<file path="src/rtl/door_lock_ctrl.sv">
// door_lock_ctrl: keypad passcode entry controller producing the STAGE1 door lock flag
//   clk, rst_n       : clock, asynchronous active-low reset
//   state            : game FSM state; anything other than STAGE1_ID re-arms the lock
//   key_valid/code   : keypad strobe and code (0-9 digit, E backspace, F enter)
//   isLocked         : door locked flag for the door drawer
//   entered/digit_cnt: BCD digits held (newest in [3:0]) and their count
//   tries_left       : remaining attempts before lockout
//   err_flash        : high during the error window
//   unlock_pulse/fail_pulse : one-cycle result strobes
module door_lock_ctrl #(
  parameter logic [15:0] CODE       = 16'h1234,
  parameter int          MAX_TRIES  = 3,
  parameter int          ERR_CYCLES = 50_000_000,
  parameter logic [3:0]  STAGE1_ID  = 4'd2
) (
  input  logic        clk,
  input  logic        rst_n,
  input  logic [3:0]  state,
  input  logic        key_valid,
  input  logic [3:0]  key_code,
  output logic        isLocked,
  output logic [15:0] entered,
  output logic [2:0]  digit_cnt,
  output logic [1:0]  tries_left,
  output logic        err_flash,
  output logic        unlock_pulse,
  output logic        fail_pulse
);
  localparam int CW = ERR_CYCLES > 1 ? $clog2(ERR_CYCLES) : 1;
  localparam logic [CW-1:0] ERR_LAST = CW'(ERR_CYCLES - 1);
  localparam logic [2:0] LOCKED = 3'd0, CHECK = 3'd1, OPEN = 3'd2, ERROR = 3'd3, LOCKOUT = 3'd4;
  logic [2:0] fsm;
  logic [CW-1:0] err_cnt;
  logic is_digit;
  assign is_digit = key_code <= 4'd9;
  always_ff @(posedge clk or negedge rst_n) begin
    if (!rst_n) begin
      fsm <= LOCKED;
      isLocked <= 1'b1;
      entered <= '0;
      digit_cnt <= '0;
      tries_left <= 2'(MAX_TRIES);
      err_flash <= 1'b0;
      unlock_pulse <= 1'b0;
      fail_pulse <= 1'b0;
      err_cnt <= '0;
    end else if (state != STAGE1_ID) begin
      fsm <= LOCKED;
      isLocked <= 1'b1;
      entered <= '0;
      digit_cnt <= '0;
      tries_left <= 2'(MAX_TRIES);
      err_flash <= 1'b0;
      unlock_pulse <= 1'b0;
      fail_pulse <= 1'b0;
      err_cnt <= '0;
    end else begin
      unlock_pulse <= 1'b0;
      fail_pulse <= 1'b0;
      case (fsm)
        LOCKED: if (key_valid) begin
          if (is_digit && digit_cnt < 3'd4) begin
            entered <= {entered[11:0], key_code};
            digit_cnt <= digit_cnt + 3'd1;
          end else if (key_code == 4'hE && digit_cnt != 3'd0) begin
            entered <= {4'h0, entered[15:4]};
            digit_cnt <= digit_cnt - 3'd1;
          end else if (key_code == 4'hF && digit_cnt == 3'd4) begin
            fsm <= CHECK;
          end
        end
        CHECK: if (entered == CODE) begin
          fsm <= OPEN;
          isLocked <= 1'b0;
          unlock_pulse <= 1'b1;
        end else begin
          fail_pulse <= 1'b1;
          tries_left <= tries_left - 2'd1;
          if (tries_left == 2'd1) fsm <= LOCKOUT;
          else begin
            fsm <= ERROR;
            err_flash <= 1'b1;
            err_cnt <= '0;
          end
        end
        ERROR: if (err_cnt == ERR_LAST) begin
          fsm <= LOCKED;
          err_flash <= 1'b0;
          entered <= '0;
          digit_cnt <= '0;
          err_cnt <= '0;
        end else begin
          err_cnt <= err_cnt + 1'b1;
        end
        default: ;
      endcase
    end
  end
endmodule

</file>
<file path="config.mk">
export PLATFORM = sky130hd
export DESIGN_NAME = door_lock_ctrl
export DESIGN_NICKNAME = d
export VERILOG_FILES = /design/src/rtl/door_lock_ctrl.sv
export SDC_FILE = /design/constraint.sdc
export NUM_CORES = 1
export LEC_CHECK = 0
export ABC_AREA = 1
export CORE_MARGIN = 5
export CORE_UTILIZATION = 34
export DETAILED_ROUTE_END_ITERATION = 8
export PLACE_DENSITY = 0.57
export SETUP_SLACK_MARGIN = 0.05
export SYNTH_ARGS = -nofsm -noshare
export SYNTH_HDL_FRONTEND = slang
export SYNTH_SLANG_ARGS = --single-unit
</file>
<file path="constraint.sdc">
create_clock -name clk -period 1.95 [get_ports clk]
set_input_delay 0.4875 -clock clk [delete_from_list [all_inputs] [get_ports clk]]
set_output_delay 0.4875 -clock clk [all_outputs]
set_load 0.02 [all_outputs]
</file>
Word-level counts from Yosys, hierarchy flattened
Cells that the tools add are included.

storage, ports and cells
  flip-flop bits (word level) = 54
  bits of input ports = 11
  output and inout port bits = 25
  word-level logic and storage cells = 91

cells by class
  add/subtract/negate cells = 4
  $lt $le $gt $ge = 2
  equal/unequal tests = 18
  muxes and demuxes = 42
  reduce and logical (&&, ||, !) cells = 16

operators by type and width
  kind                   count
  $mux 26                4
  $mux 16                5
  $pmux 26 s2            1
  $mux 3                 12
  $pmux 16 s2            1
  $add 26x1->26 const B  1
  $eq 26x26->1 const B   1
  $ne 3x3->1 const B     7
  $eq 16x13->1 const B   1
  $mux 1                 13
  $pmux 3 s3             1
  $reduce_bool 3->1      3
  $eq 4x4->1 const B     2
  $reduce_and 4->1       2
  $mux 2                 3
  $pmux 3 s2             1
  $reduce_and 6->1       1
  $le 4x4->1 const B     1
  $ne 4x2->1 const B     1
  $ne 4x4->1 const B     1
  $reduce_and 2->1       2
  $reduce_bool 2->1      2
  $reduce_bool 4->1      1
  $add 3x1->3 const B    1
  other kinds (12)       14

Depth between registers and ports, before layout
Gate-level depths: netlist of the first run.

  word-level depth = 8
  depth in mapped cells = 12

Worst setup path before layout of the first run
Ideal clock, no wire load.

  kind = input port to flip-flop
  from = in key_code[2]
  to = reg digit_cnt[2]
  library setup time = 0.065 ns
  data arrival time = 1.756 ns
  required time = 1.885 ns
  setup slack = 0.129 ns
  stages on the path = 9
  path buffers = 2
  cell sequence = nand2_1 nand3_1 buf_2 buf_2 fa_1 xor2_1 nor2_1 nand4_1 nand2_1

between the ends
  word-level cells in the longest chain between the ends = 6

RTL lines
  what                  line  source
  start, declared       20    input logic [3:0] key_code,
  $le 4x4->1            35    assign is_digit = key_code <= 4'd9;
  $logic_and 1x1->1     62    if (is_digit && digit_cnt < 3'd4) begin
  $mux 3                62
  $mux 3                61    LOCKED: if (key_valid) begin
  $pmux 3 s2            60    case (fsm)
  $mux 3                47    end else if (state != STAGE1_ID) begin
  end signal, assigned  64    digit_cnt <= digit_cnt + 3'd1;
  end signal, assigned  67    digit_cnt <= digit_cnt - 3'd1;
  end, declared         23    output logic [2:0] digit_cnt,

Parallel ways exist; a longest one is shown, timed or not. The select of a mux whose other input is x is not followed.
A chain may end at the register's enable or synchronous reset.

Final worst setup path of the first run
  from = reg entered[8]
  to = out entered[8]

RTL lines
  what                    line  source
  start, declared         22    output logic [15:0] entered,
  start signal, assigned  63    entered <= {entered[11:0], key_code};
  start signal, assigned  66    entered <= {4'h0, entered[15:4]};

No word-level cell between the ends.

==> flow_metrics.py, run 1 <==
metrics = {
    "job": {
        "maxCapViolCount": 0,
    },
    "setup_path": {
        "cp-end-kind": "output pin",
        "crit_type": "flip-flop to output pin",
        "rr_worst_depth": 11,
        "rrSetupSlack_ns": 0.19,
        "cpLargestDelayFamily": "buffers and inverters",
        "worstPathRequired_ns": 1.46,
        "slowest_stage": "clkdlybuf4s50_1",
        "crit_fanout": 4,
        "path_buf_inv": 1,
        "cpPeakStageDelay_ns": 0.62,
        "cp-start-kind": "flip-flop",
        "r2r_start": "err_cnt[0]",
        "worstPathArrival_ns": 1.36,
        "path_cells": "clkdlybuf4s50_1",
        "r2r_end": "entered[3]",
    },
    "grt": {
        "grt_pass1_vias": 3420,
        "grt_pass1_wl_um": 16600,
        "overflow": 0,
        "antenna_found_initial": 0,
        "grt_max_degree": 55,
        "grt.total_usage_pct": 16.0,
    },
    "logic_synthesis": {
        "yosys.area.top_type": "dfrtp_1",
        "ys_warn_count": 0,
        "ys_seq_elements": 54,
        "post_synth.cell_area_avg_sq_um": 6.90,
        "synthCells": 516,
        "synth-edff-count": 0,
        "ys_seq_area_share_pct": 38.1,
        "syn_area_sq_um": 3560,
        "synthArstFlopShare_pct": 100,
        "synthTopCellsByArea": "dfrtp_1 (36%), nand2_1 (17%), nor2_1 (7.8%), nand4_1 (6.5%), nand3_1 (5.1%)",
        "ys.flop_type": "dfrtp_1",
        "synth_top_area_share_pct": 35.9,
        "syn_nets": 530,
        "synth_most_common_cell": "nand2_1",
        "synth_cell_types": 33,
        "synth.top_cells.by_count": "nand2_1 (164), nor2_1 (74), dfrtp_1 (51)",
    },
    "detailed_routing": {
        "drc": 0,
        "dr.pass1.iters": 5,
        "ant_nets": 0,
        "detail_route.iter0.violations": 186,
        "wl_um": 9660,
        "via_per_inst": 4.87,
        "vias": 3475,
        "wl_per_cell_um": 13.5,
    },
    "min_path": {
        "hold_path.class": "primary input to asynchronous set/reset pin",
    },
    "run_status": {
        "run_status": "finished clean",
    },
    "power": {
        "intPower_w": 0.00148,
        "pwr-share-clk_pct": 33.5,
        "switching_power_w": 0.000566,
        "leakage_nw": 2.14,
        "peakVddDrop_v": 0.000289,
        "p_seq_share_pct": 55.9,
        "swShare_pct": 27.7,
        "power.density_nw_per_um2": 467,
        "comb_power_share_pct": 10.6,
    },
    "layout": {
        "nFillCells": 1102,
        "antenna-diode-count": 0,
        "syn2layout_area_growth_pct": 23.2,
        "drive_gt1_share_pct": 14.4,
        "fin_util_pct": 42.7,
        "design_area_sq_um": 4380,
        "finalNetCount": 590,
    },
    "timing": {
        "post-route-period-util_pct": 95.0,
        "hold_viol": 0,
        "skew_ns": 0.0107,
        "fmax_mhz": 540,
        "slew_viol_final": 0,
        "rsz0062_at_grt": "yes",
        "setup_viol": 0,
        "min_period_ns": 1.85,
        "fin_ws_ns": 0.0980,
        "maxSlewHeadroom_pct": 77.4,
        "tightest_slew_ns": 0.339,
    },
    "die": {
        "core_sq_um": 10300,
        "num_rows": 37,
        "die_height_um": 112,
        "die_w_um": 112,
        "io_pins": 36,
        "die_area_sq_um": 12600,
        "initial_core_util_pct": 34.6,
    },
    "clock_tree": {
        "cts_max_level": 2,
        "cts_sinks": 54,
        "cts_tree": "built",
        "numCtsBuffers": 5,
        "clkLatencyLatePin_ns": 0.34,
        "cts_buffer_depth": 2,
        "path_clk_slew_ns": 0.11,
        "cts-root-buf": "clkbuf_8",
    },
    "place": {
        "routabilityCongestion": 0.861,
        "io_buffers": 35,
        "hpwl_um": 7070,
        "placed_area_sq_um": 4250,
        "dpl_worst_slack_ns": -0.261,
    },
}
## sequential cells by signal, summed over array words and instances (netlist names)
signal,flops
fsm,3
err_cnt,26
entered,16
isLocked,1
tries_left,2
digit_cnt,3
fail_pulse,1
err_flash,1
unlock_pulse,1
## kinds of logic after synthesis
kind of cell | count (synthesis) | share of synthesized area [%]
simple gates | 345 | 44.0
buf+inv | 67 | 8.47
flops | 54 | 38.1
compound gates | 36 | 5.45
xor+xnor | 11 | 2.71
fa+ha+maj | 3 | 1.27
## layout by cell type, fill, tap and decap left out, drive strengths merged
master / instances
nand2: 179
nand4: 37
nor3: 4
buf: 35
a21oi: 7
clkdlybuf4s50: 14
nor2: 84
o31ai: 1
nand3: 40
clkinvlp: 1
fa: 1
ha: 2
o41ai: 1
o22ai: 2
inv: 51
clkinv: 1
dlygate4sd2: 15
dfrtp: 51
o21ai: 23
clkbuf: 6
dlymetal6s2s: 5
o21bai: 2
xor2: 11
or2: 1
dfstp: 3
## metrics by stage
| step | hold WS [ns] | total power [W] | cells | setup TNS [ns] |
|---|---|---|---|---|
| floorplan | 0.192 | 0.00127 | 516 | 0 |
| global placement | 0.459 | 0.00138 | 702 | -6.53 |
| detailed placement | 0.459 | 0.00138 | 702 | -7.35 |
| CTS | 0.143 | 0.00207 | 712 | 0 |
| global route | 0.155 | 0.00214 | 713 | 0 |
| finish | 0.122 | 0.00205 | 713 | 0 |
## power by group through the flow
stage / Combinational (W) / Clock (W) / Sequential (W)
5_1_grt: 0.000240 / 0.000757 / 0.00114
3_5_place_dp: 0.000215 / 0 / 0.00117
6_report: 0.000216 / 0.000686 / 0.00114
2_1_floorplan: 0.0000924 / 0 / 0.00117
3_3_place_gp: 0.000214 / 0 / 0.00117
4_1_cts: 0.000215 / 0.000711 / 0.00114
## per-layer routing
layer	vias up	wire length [um]	track usage, %
met2	66	4610	26.7
met5	-	0	0
met4	0	143	5.05
met1	1624	4500	21.3
li1	1775	-	-
met3	10	405	2.75
## area by class of cell
class	count	area, sq um	share of cell area [%]
clock buffers	6	72.6	1.66
clock inverters	2	13.8	0.314
inverters	51	198	4.51
multi-input cells	395	1910	43.6
flip-flops and latches	54	1360	30.9
well taps	136	170	3.88
repair buffers	69	661	15.1
## what timing repair did
| action | CTS | global route |
|---|---|---|
| pin swaps | 1 | 0 |
| setup endpoints to repair | 17 | 34 |
| setup buffers | 2 | 1 |
| hold buffers | 0 | 0 |
| gates resized for setup | 16 | 10 |
## worst max path at each step
stage,depth (start not counted),startpoint,endpoint,slack (ns)
final,1,entered[8],entered[8],0.1
after global routing,8,entered[6],err_cnt[9],0.01
after CTS,1,digit_cnt[0],digit_cnt[0],0.008
after detailed placement,10,key_code[3],entered[3],-0.26
after global placement,11,state[2],entered[5],-0.22
after floorplan,9,key_code[2],digit_cnt[2],0.13
Power figures use the tool's default switching activity.
==> run 2: changes to the inputs <==
Settings changed: ABC_CLOCK_PERIOD_IN_PS set to 1950.
==> results of run 2 <==
The final DEF is identical to that of run 1; final timing and power are the same.
==> run 3: changes to the inputs <==
--- a/config.mk
+++ b/config.mk
@@ -7,9 +7,9 @@
 export LEC_CHECK = 0
 export ABC_AREA = 1
-export ABC_CLOCK_PERIOD_IN_PS = 1950
+export ABC_CLOCK_PERIOD_IN_PS = 2000
 export CORE_MARGIN = 5
 export CORE_UTILIZATION = 34
 export DETAILED_ROUTE_END_ITERATION = 8
-export PLACE_DENSITY = 0.57
+export PLACE_DENSITY_LB_ADDON = 0.3
 export SETUP_SLACK_MARGIN = 0.05
 export SYNTH_ARGS = -nofsm -noshare
==> constraint.sdc (replaced) <==
create_clock -name clk -period 2 [get_ports clk]
set_input_delay 0.5 -clock clk [delete_from_list [all_inputs] [get_ports clk]]
set_output_delay 0.5 -clock clk [all_outputs]
set_load 0.05 [all_outputs]
==> flow_metrics.py, run 3 (synthesis results as in run 1) <==
metrics = {
    "setup_path": {
        "r2r_end": "err_cnt[19]",
        "cp-start-kind": "primary input",
        "path_buf_inv": 4,
        "worstPathArrival_ns": 2.02,
        "worstPathRequired_ns": 2.19,
        "crit_fanout": 16,
        "slowest_stage": "clkdlybuf4s50_1",
        "rr_worst_depth": 10,
        "crit_type": "primary input to flip-flop",
        "cpMostUsedCell": "nand2_1",
        "path_cells": "clkdlybuf4s50_1 -> nor2_2 -> nand3_4 -> buf_4 -> nor2_4 -> inv_4 -> nand2_1 -> nand2_1 -> nand2_2 -> buf_12 -> nand2_1 -> o41ai_1",
        "cpLargestDelayFamily": "buffers and inverters",
        "rrSetupSlack_ns": 0.29,
        "cpPeakStageDelay_ns": 0.41,
        "cp-end-kind": "flip-flop",
        "r2r_start": "entered[14]",
    },
    "detailed_routing": {
        "ant_nets": 0,
        "dr.pass1.iters": 4,
        "wl_per_cell_um": 13.4,
        "via_per_inst": 4.82,
        "wl_um": 9630,
        "drc": 0,
        "vias": 3456,
        "detail_route.iter0.violations": 171,
    },
    "timing": {
        "min_period_ns": 1.83,
        "maxSlewHeadroom_pct": 67.3,
        "fin_ws_ns": 0.173,
        "rsz0062_at_grt": "no",
        "hold_viol": 0,
        "finalHoldWorstSlack_ns": 0.0722,
        "tns_ns": 0,
        "skew_ns": 0.00780,
        "post-route-period-util_pct": 91.4,
        "setup_viol": 0,
        "tightest_slew_ns": 0.493,
        "fmax_mhz": 547,
        "slew_viol_final": 0,
    },
    "layout": {
        "antenna-diode-count": 0,
        "finalNetCount": 594,
        "largest-register": "err_cnt",
        "reg.largest.list": "err_cnt x26, entered x16",
        "largest_reg_flops": 26,
        "syn2layout_area_growth_pct": 22.7,
        "drive_gt1_share_pct": 18.9,
        "final_cell_mix": "nand2_1 (163), nor2_1 (74), buf_4 (57), dfrtp_1 (50), inv_1 (46)",
        "final_common_cell": "nand2_1",
    },
    "clock_tree": {
        "numCtsBuffers": 5,
        "clkLatencyLatePin_ns": 0.31,
        "cts_max_level": 2,
        "cts_tree": "built",
        "cts_sinks": 54,
        "cts.hold.buffers_added": 0,
        "cts_buffer_depth": 2,
        "path_clk_slew_ns": 0.10,
        "cts-root-buf": "clkbuf_8",
    },
    "grt": {
        "grt_pass1_vias": 3394,
        "antenna_found_initial": 0,
        "grt_max_degree": 30,
        "overflow": 0,
        "grt.total_usage_pct": 15.8,
        "grt_pass1_wl_um": 16700,
    },
    "min_path": {
        "hold_path.class": "primary input to asynchronous set/reset pin",
    },
    "power": {
        "p_seq_share_pct": 52.8,
        "p_total_w": 0.00211,
        "switching_power_w": 0.000540,
        "power.density_nw_per_um2": 483,
        "swShare_pct": 25.6,
        "leakage_nw": 2.06,
        "pwr-share-clk_pct": 35.9,
        "comb_power_share_pct": 11.3,
        "peakVddDrop_v": 0.000318,
        "intPower_w": 0.00157,
    },
    "die": {
        "die_height_um": 112,
        "io_pins": 36,
        "die_w_um": 112,
        "initial_core_util_pct": 34.6,
        "num_rows": 37,
        "core_sq_um": 10300,
        "die_area_sq_um": 12600,
    },
    "run_status": {
        "run_status": "finished clean",
    },
    "place": {
        "dpl_worst_slack_ns": -0.245,
        "routabilityCongestion": 0.907,
        "hpwl_um": 7290,
        "io_buffers": 35,
    },
    "job": {
        "maxCapViolCount": 0,
    },
}
## run 3: cell types whose count changed in the layout (fill, tap and decap cells not counted)
cell / before / now
buf_12: 5 / 4
buf_4: 28 / 57
bufinv_16: 0 / 1
clkdlybuf4s50_1: 14 / 9
clkinv_2: 1 / 0
clkinvlp_4: 1 / 2
dlygate4sd2_1: 15 / 1
dlymetal6s2s_1: 5 / 0
inv_6: 1 / 0
nand2_1: 164 / 163
nand2_2: 14 / 15
nor2_1: 72 / 74
nor2_2: 8 / 6
## run 3: repair_timing
item                       4_1_cts  5_1_grt
buffers inserted                 0        1
resized for setup                1        4
setup endpoints to repair        1       19
pin swaps                        0        1
## run 3: cell type report
| type | count | area (sq um) |
|---|---|---|
| Multi-Input combinational cell | 395 | 1910 |
| Fill cell | 1089 | 5910 |
| Clock inverter | 2 | 37.5 |
| Timing Repair Buffer | 73 | 623 |
| Inverter | 51 | 198 |
| Tap cell | 136 | 170 |
| Clock buffer | 6 | 72.6 |
| Sequential cell | 54 | 1360 |
## run 3: metrics by stage
step | instance area, sq um | cells | util, %
5_1_grt | 4370 | 717 | 42.5
4_1_cts | 4330 | 716 | 42.2
6_report | 4370 | 717 | 42.5
3_3_place_gp | 4220 | 708 | 41.1
2_1_floorplan | 3560 | 516 | -
3_5_place_dp | 4220 | 708 | 41.1
## run 3: how the worst max path moves through the flow
stage,startpoint,to,slack [ns],cells after the start
2_1_floorplan,digit_cnt[2],digit_cnt[2],0.14,9
3_3_place_gp,key_code[3],entered[9],-0.19,10
3_5_place_dp,key_code[3],entered[3],-0.24,10
4_1_cts,key_code[3],entered[8],0.10,10
5_1_grt,key_code[3],digit_cnt[2],0.07,8
6_report,state[0],err_cnt[2],0.17,12
## run 3: routing by layer
layer / part of all wire (%) / GRT usage (%) / wire [um]
met5: 0 / 0 / 0
met4: 1.2 / 3.69 / 111
met3: 3.4 / 2.26 / 332
met2: 49 / 26.8 / 4750
met1: 46 / 21.5 / 4430
## run 3: power groups by stage
| stage | combinational [W] | clock (W) | sequential, W |
|---|---|---|---|
| 4_1_cts | 0.000234 | 0.000786 | 0.00112 |
| 2_1_floorplan | 0.0000901 | 0 | 0.00117 |
| 5_1_grt | 0.000262 | 0.000819 | 0.00112 |
| 3_3_place_gp | 0.000232 | 0 | 0.00114 |
| 6_report | 0.000238 | 0.000757 | 0.00111 |
| 3_5_place_dp | 0.000233 | 0 | 0.00114 |
